===== src/rtl/axis_mem_streamer_if.sv =====
// AXI4-Stream beat channel used by axis_mem_streamer (master side drives data/valid/last).
interface axis_mem_streamer_if #(
  parameter int DATA_WIDTH = 32
);
  logic [DATA_WIDTH-1:0]   tdata;
  logic [DATA_WIDTH/8-1:0] tstrb;
  logic                    tlast;
  logic                    tvalid;
  logic                    tready;

  modport master (output tdata, tstrb, tlast, tvalid, input tready);
  modport slave  (input tdata, tstrb, tlast, tvalid, output tready);
endinterface


===== src/rtl/axis_mem_streamer.sv =====
// AXI4-Stream master streaming LENGTH words from a synchronous source memory through a credit-based prefetch FIFO.
// Defining STREAMER_ABORT_EN adds an abort input that truncates the packet in progress.
module axis_mem_streamer #(
  parameter int DATA_WIDTH  = 32,
  parameter int ADDR_WIDTH  = 12,
  parameter int SRC_LATENCY = 1,
  parameter int FIFO_DEPTH  = 4
) (
  input  logic                  aclk,
  input  logic                  aresetn,
  input  logic                  start,
  input  logic [ADDR_WIDTH-1:0] base_addr,
  input  logic [ADDR_WIDTH:0]   length,
`ifdef STREAMER_ABORT_EN
  input  logic                  abort,
`endif
  output logic                  busy,
  output logic                  done,
  output logic [ADDR_WIDTH-1:0] src_addr,
  output logic                  src_enable,
  input  logic [DATA_WIDTH-1:0] src_data,
  axis_mem_streamer_if.master   m_axis
);
  localparam int PTR_W = $clog2(FIFO_DEPTH);
  localparam int CNT_W = PTR_W + 1;
  localparam int SUM_W = $clog2(FIFO_DEPTH + SRC_LATENCY + 1) + 1;

  localparam logic [0:0] ST_IDLE = 1'b0;
  localparam logic [0:0] ST_RUN  = 1'b1;

  logic [0:0]             state;
  logic [ADDR_WIDTH-1:0]  base_r;
  logic [ADDR_WIDTH:0]    len_r;
  logic [ADDR_WIDTH:0]    issued;
  logic [SRC_LATENCY-1:0] vld_sr;
  logic [SRC_LATENCY-1:0] last_sr;
  logic [DATA_WIDTH-1:0]  fifo_data [FIFO_DEPTH];
  logic [FIFO_DEPTH-1:0]  fifo_last;
  logic [PTR_W-1:0]       wr_ptr;
  logic [PTR_W-1:0]       rd_ptr;
  logic [CNT_W-1:0]       count;
  logic                   abort_hold;
  logic                   abort_wait;

  logic                   abort_now;
  logic                   abort_start;
  logic                   tvalid;
  logic                   tlast;
  logic                   pop;
  logic                   finish;
  logic                   abort_empty;
  logic                   discard;
  logic                   waiting;
  logic                   push;
  logic                   push_last;
  logic [SUM_W-1:0]       in_flight;

`ifdef STREAMER_ABORT_EN
  assign abort_now = abort && (state == ST_RUN);
`else
  assign abort_now = 1'b0;
`endif

  always_comb begin
    in_flight = '0;
    for (int i = 0; i < SRC_LATENCY; i++) begin
      in_flight = in_flight + SUM_W'(vld_sr[i]);
    end
  end

  // Abort modes: hold keeps only the FIFO head and forces its tlast; wait tags the first returning read as last.
  assign abort_start = abort_now && !abort_hold && !abort_wait;
  assign tvalid      = (count != '0);
  assign tlast       = tvalid && (fifo_last[rd_ptr] || abort_hold || abort_start);
  assign pop         = tvalid && m_axis.tready;
  assign finish      = pop && tlast;
  assign abort_empty = abort_start && !tvalid && (in_flight == '0);
  assign discard     = abort_hold || (abort_start && tvalid);
  assign waiting     = abort_wait || (abort_start && !tvalid);
  assign push        = vld_sr[SRC_LATENCY-1] && !discard;
  assign push_last   = last_sr[SRC_LATENCY-1] || waiting;

  assign src_enable = (state == ST_RUN) && (issued < len_r) && !abort_now && !abort_hold &&
                      !abort_wait && ((in_flight + SUM_W'(count)) < SUM_W'(FIFO_DEPTH));
  assign src_addr   = base_r + issued[ADDR_WIDTH-1:0];
  assign busy       = (state == ST_RUN);

  assign m_axis.tvalid = tvalid;
  assign m_axis.tlast  = tlast;
  assign m_axis.tdata  = tvalid ? fifo_data[rd_ptr] : '0;
  assign m_axis.tstrb  = {(DATA_WIDTH/8){tvalid}};

  always_ff @(posedge aclk) begin
    if (push) begin
      fifo_data[wr_ptr] <= src_data;
      fifo_last[wr_ptr] <= push_last;
    end
  end

  always_ff @(posedge aclk) begin
    if (!aresetn) begin
      state      <= ST_IDLE;
      base_r     <= '0;
      len_r      <= '0;
      issued     <= '0;
      vld_sr     <= '0;
      last_sr    <= '0;
      wr_ptr     <= '0;
      rd_ptr     <= '0;
      count      <= '0;
      abort_hold <= 1'b0;
      abort_wait <= 1'b0;
      done       <= 1'b0;
    end else begin
      done <= 1'b0;
      if (state == ST_IDLE) begin
        if (start) begin
          base_r <= base_addr;
          len_r  <= length;
          issued <= '0;
          if (length != '0) state <= ST_RUN;
          else              done  <= 1'b1;
        end
      end else if (finish || abort_empty) begin
        state      <= ST_IDLE;
        done       <= 1'b1;
        vld_sr     <= '0;
        last_sr    <= '0;
        wr_ptr     <= '0;
        rd_ptr     <= '0;
        count      <= '0;
        abort_hold <= 1'b0;
        abort_wait <= 1'b0;
      end else begin
        if (src_enable) issued <= issued + 1'b1;
        for (int i = SRC_LATENCY - 1; i > 0; i--) begin
          vld_sr[i]  <= vld_sr[i-1];
          last_sr[i] <= last_sr[i-1];
        end
        vld_sr[0]  <= src_enable;
        last_sr[0] <= src_enable && (issued == len_r - 1'b1);
        // Entering or staying in hold: drop in-flight reads and collapse the FIFO to its head entry.
        if (discard) begin
          abort_hold <= 1'b1;
          abort_wait <= 1'b0;
          vld_sr     <= '0;
          last_sr    <= '0;
          wr_ptr     <= rd_ptr + 1'b1;
          count      <= CNT_W'(1);
        end else if (waiting && push) begin
          abort_hold <= 1'b1;
          abort_wait <= 1'b0;
          vld_sr     <= '0;
          last_sr    <= '0;
          wr_ptr     <= wr_ptr + 1'b1;
          count      <= count + 1'b1;
        end else begin
          abort_wait <= waiting;
          if (push) wr_ptr <= wr_ptr + 1'b1;
          if (pop)  rd_ptr <= rd_ptr + 1'b1;
          count <= count + CNT_W'(push) - CNT_W'(pop);
        end
      end
    end
  end
endmodule


===== src/flat_wrapper.sv =====
// flat-port wrapper written by rule: the top's interface ports become plain ports
module axis_mem_streamer_flat 
#(
  parameter int DATA_WIDTH  = 32,
  parameter int ADDR_WIDTH  = 12,
  parameter int SRC_LATENCY = 1,
  parameter int FIFO_DEPTH  = 4
)
  (aclk, aresetn, start, base_addr, length, busy, done, src_addr, src_enable, src_data, m_axis_tdata, m_axis_tstrb, m_axis_tlast, m_axis_tvalid, m_axis_tready);
  axis_mem_streamer_if #(.DATA_WIDTH(DATA_WIDTH)) m_axis_i ();
  input  logic aclk;
  input  logic aresetn;
  input  logic start;
  input  logic [ADDR_WIDTH-1:0] base_addr;
  input  logic [ADDR_WIDTH:0] length;
  output logic busy;
  output logic done;
  output logic [ADDR_WIDTH-1:0] src_addr;
  output logic src_enable;
  input  logic [DATA_WIDTH-1:0] src_data;
  output wire logic [$bits(m_axis_i.tdata)-1:0] m_axis_tdata;
  output wire logic [$bits(m_axis_i.tstrb)-1:0] m_axis_tstrb;
  output wire logic [$bits(m_axis_i.tlast)-1:0] m_axis_tlast;
  output wire logic [$bits(m_axis_i.tvalid)-1:0] m_axis_tvalid;
  input wire logic [$bits(m_axis_i.tready)-1:0] m_axis_tready;
  assign m_axis_tdata = m_axis_i.tdata;
  assign m_axis_tstrb = m_axis_i.tstrb;
  assign m_axis_tlast = m_axis_i.tlast;
  assign m_axis_tvalid = m_axis_i.tvalid;
  assign m_axis_i.tready = m_axis_tready;
  axis_mem_streamer #(.DATA_WIDTH(DATA_WIDTH), .ADDR_WIDTH(ADDR_WIDTH), .SRC_LATENCY(SRC_LATENCY), .FIFO_DEPTH(FIFO_DEPTH)) u_core (.aclk(aclk), .aresetn(aresetn), .start(start), .base_addr(base_addr), .length(length), .busy(busy), .done(done), .src_addr(src_addr), .src_enable(src_enable), .src_data(src_data), .m_axis(m_axis_i));
endmodule

===== config.mk =====
export PLATFORM = sky130hd
export DESIGN_NAME = axis_mem_streamer_flat
export DESIGN_NICKNAME = d
export VERILOG_FILES = /design/src/rtl/axis_mem_streamer_if.sv /design/src/rtl/axis_mem_streamer.sv /design/src/flat_wrapper.sv
export SDC_FILE = /design/constraint.sdc
export NUM_CORES = 1
export LEC_CHECK = 0
export CAP_MARGIN = 30
export CORE_ASPECT_RATIO = 0.7
export CORE_MARGIN = 5
export CORE_UTILIZATION = 59
export DETAILED_ROUTE_END_ITERATION = 7
export PLACE_DENSITY = 0.94
export SYNTH_ARGS = -nofsm -noshare
export SYNTH_HDL_FRONTEND = slang
export SYNTH_SLANG_ARGS = --single-unit

===== constraint.sdc =====
create_clock -name aclk -period 3.9 [get_ports aclk]
set_input_delay 0.39 -clock aclk [delete_from_list [all_inputs] [get_ports aclk]]
set_output_delay 0.39 -clock aclk [all_outputs]
set_load 0.01 [all_outputs]

==> impl_metrics.json <==
{
  "netlist_area_mm2": 0.00844,
  "synth_ff_type": "edfxtp_1",
  "die_area_mm2": 0.0168,
  "crit_buf_inv": 1,
  "synth-compound-area-share_pct": 8.00,
  "layout.nets": 863,
  "antenna_found_initial": 0,
  "syn_inst": 660,
  "clk_pin_slew_worst_paths_ns": 0.07,
  "finalHoldViolations": 0,
  "cts_resized": 0,
  "yosys.area_share.simple_pct": 12.9,
  "syn-mean-instance-area_um2": 12.8,
  "cp_top_family": "compound AO/OA/AOI/OAI gates",
  "crit_type": "register to output port",
  "critical_path.max_fanout": 8,
  "fin_crit_sh_pct": 96.4,
  "fill_cells": 837,
  "synth-warning-count": 0,
  "async_flop_share_pct": 0,
  "start_util_pct": 60.5,
  "clock.fmax_mhz": 266,
  "via_per_inst": 6.27,
  "ios": 114,
  "synth.yosys.seq_area_share_pct": 59.0,
  "dpl.hpwl_um": 13500,
  "skew_ns": 0.00730,
  "grt_setup_unrepaired": "false",
  "synth_top_area_share_pct": 46.9,
  "vias": 6079,
  "total_power_w": 0.00422,
  "cp_slowest_cell": "clkdlybuf4s50_1",
  "cts_tree": "yes",
  "status": "finished, final reports clean",
  "slew_violations": 0,
  "track_usage_pct": 24.6,
  "cts_sinks": 183,
  "grt-busiest-layer": "met2",
  "port_buffers": 113,
  "ir_drop_mv": 0.306,
  "final.min_clock_period_ns": 3.76,
  "synth_nets": 756,
  "hold_class": "register to register",
  "gp_congestion": 0.974,
  "synthAdderAreaFrac_pct": 5.36,
  "synthXorXnorAreaFrac_pct": 2.39,
  "synth_edf_count": 132,
  "setup_tns_ns": 0,
  "use_met3_pct": 5.35,
  "root_buffer": "clkbuf_16",
  "postCtsHoldBufs": 0,
  "route.detailed.wl_per_inst_um": 21.3,
  "grt_overflow": 0,
  "drc": 0,
  "num_rows": 36,
  "grt_util_met1_pct": 31.2,
  "initialDrtViolationCount": 653,
  "grt_max_degree": 41,
  "cts_setup_buffers": 0,
  "grtUsageMet2_pct": 43.6,
  "design.core.area_mm2": 0.0140,
  "ant_nets": 0,
  "arrival_ns": 3.37,
  "clk_latency_ns": 0.43,
  "routed_wl_um": 20700,
  "worstPathRequired_ns": 3.51,
  "synth.area.top_cells": "edfxtp_1, dfxtp_1, mux4_2, ha_1, nand2_1",
  "finalSetupViolations": 0,
  "synth_top_family_by_area": "simple AND/OR/NAND/NOR gates",
  "start_kind": "register",
  "grt_pass1_wl_um": 32300,
  "chipWidth_um": 153,
  "area_growth_pct": 22.5,
  "clk_path_buf_depth": 2,
  "ctsHtreeMaxLevel": 4,
  "crit_path_end_kind": "output port",
  "tightestPinTransition_ns": 1.06,
  "cts_buffers": 17,
  "p_leak_nw": 3.58,
  "ys_ff_latch": 183,
  "relSlewSlack_pct": 28.7,
  "muxShareOfSynthArea_pct": 9.28,
  "grt_pass1_vias": 6067,
  "firstDrtPassIters": 8,
  "synth_cell_types": 59,
  "synth_top_area_cell": "edfxtp_1",
  "power.density_mw_per_mm2": 408,
  "max_stage_delay_ns": 0.57,
  "worstPathCellList": "ha_1, a211oi_1, nor2_1, or4_1, a41o_1, o41ai_1, xnor2_1, clkdlybuf4s50_1",
  "drive_gt1_share_pct": 11.3,
  "n_antenna_cell": 0,
  "dieHeight_um": 110,
  "r2r_slack_ns": 0.86,
  "maxCapViolCount": 0
}
## per-stage QoR
stage | utilization, % | cells | hold WS (ns) | area [um^2] | setup WS (ns)
global placement | 69.7 | 938 | 0.450 | 9740 | 0.647
CTS | 74.0 | 970 | 0.476 | 10300 | 0.0138
detailed placement | 69.7 | 938 | 0.466 | 9740 | 0.489
global route | 74.1 | 970 | 0.492 | 10300 | 0.0110
floorplan | - | 660 | 0.440 | 8440 | 1.27
finish | 74.1 | 970 | 0.474 | 10300 | 0.141
## power breakdown
group	switching [W]	internal [W]	total (W)	leakage, nW
Combinational	0.000200	0.000181	0.000382	1.68
Sequential	0.0000278	0.00211	0.00214	1.60
Clock	0.000831	0.000866	0.00170	0.291
Total	0.00106	0.00316	0.00422	3.58
## Yosys cell counts (all sizes together) (3+ instances only)
cell type and count:
nor2 29, nor3 4, mux4 33, o31ai 6, o21ai 13, nand2b 4
buf 10, clkbuf 23, o211ai 5, mux2i 4, and2 40, or4 9
nor2b 3, dfxtp 51, nand4 7, a2111oi 3, ha 33, xnor2 12
a21o 3, a31oi 4, xor2 11, a21oi 46, inv 32, nor4 6
nand2 79, edfxtp 132, a211oi 5, and3 4, or3 4, nand3 12
o41ai 3
## registers in the layout, indices dropped and copies added (netlist names), named ones only
signal	count
u_core.fifo_last	4
u_core.len_r	13
u_core.fifo_data	128
u_core.last_sr	1
u_core.base_r	12
u_core.wr_ptr	2
u_core.vld_sr	1
u_core.count	3
u_core.busy	1
u_core.done	1
u_core.rd_ptr	2
u_core.issued	13
## worst paths after layout
path                         start          endpoint  cells after the start
setup / recovery  u_core.issued[1]      src_addr[11]                      8
hold / removal    u_core.base_r[4]  u_core.base_r[4]                      2
setup reg to reg   u_core.len_r[2]  u_core.issued[0]                      8
hold reg to reg   u_core.base_r[4]  u_core.base_r[4]                      2
## cells in the final DEF, fill, tap and decap left out, types with 17 or more instances in the layout
| master | netlist | layout |
|---|---|---|
| a21oi_1 | 46 | 46 |
| edfxtp_1 | 132 | 132 |
| nand2_1 | 79 | 79 |
| ha_1 | 33 | 33 |
| mux4_2 | 33 | 33 |
| inv_1 | 31 | 31 |
| and2_1 | 40 | 36 |
| dfxtp_1 | 51 | 48 |
| nor2_1 | 29 | 29 |
| clkdlybuf4s50_1 | 0 | 113 |
| clkbuf_16 | 0 | 17 |
## final cells by class
type | instances | area (um^2) | share of cell area [%]
timing repair buffer | 121 | 1190 | 11.5
clock buffer | 17 | 425 | 4.11
multi-input combinational | 412 | 3210 | 31.1
tap | 190 | 238 | 2.30
clock inverter | 15 | 169 | 1.63
sequential | 183 | 4990 | 48.2
inverter | 32 | 120 | 1.16
## cells by family (layout without fill, tap and decap cells)
family                   count (synthesis)  after routing
multiplexers                            37             37
buffers and inverters                   65            185
flip-flops                             183            183
AND/OR/NAND/NOR                        214            214
XOR/XNOR                                23             23
adder cells (fa/ha/maj)                 35             35
AO/OA/AOI/OAI                          103            103
## tightest hold or removal path, delay by kind of cell (launching register included)
family / cells / cell delay [ns]
AO/OA/AOI/OAI: 1 / 0.05
AND/OR/NAND/NOR: 1 / 0.05
flip-flops: 1 / 0.32
## layer usage
| metal | vias to the layer above | wire length (um) |
|---|---|---|
| li1 | 2678 | - |
| met1 | 2971 | 7870 |
| met2 | 368 | 10600 |
| met3 | 62 | 1590 |
| met4 | 0 | 584 |
| met5 | - | 0 |
No activity file was read; power rests on OpenSTA's default activity.
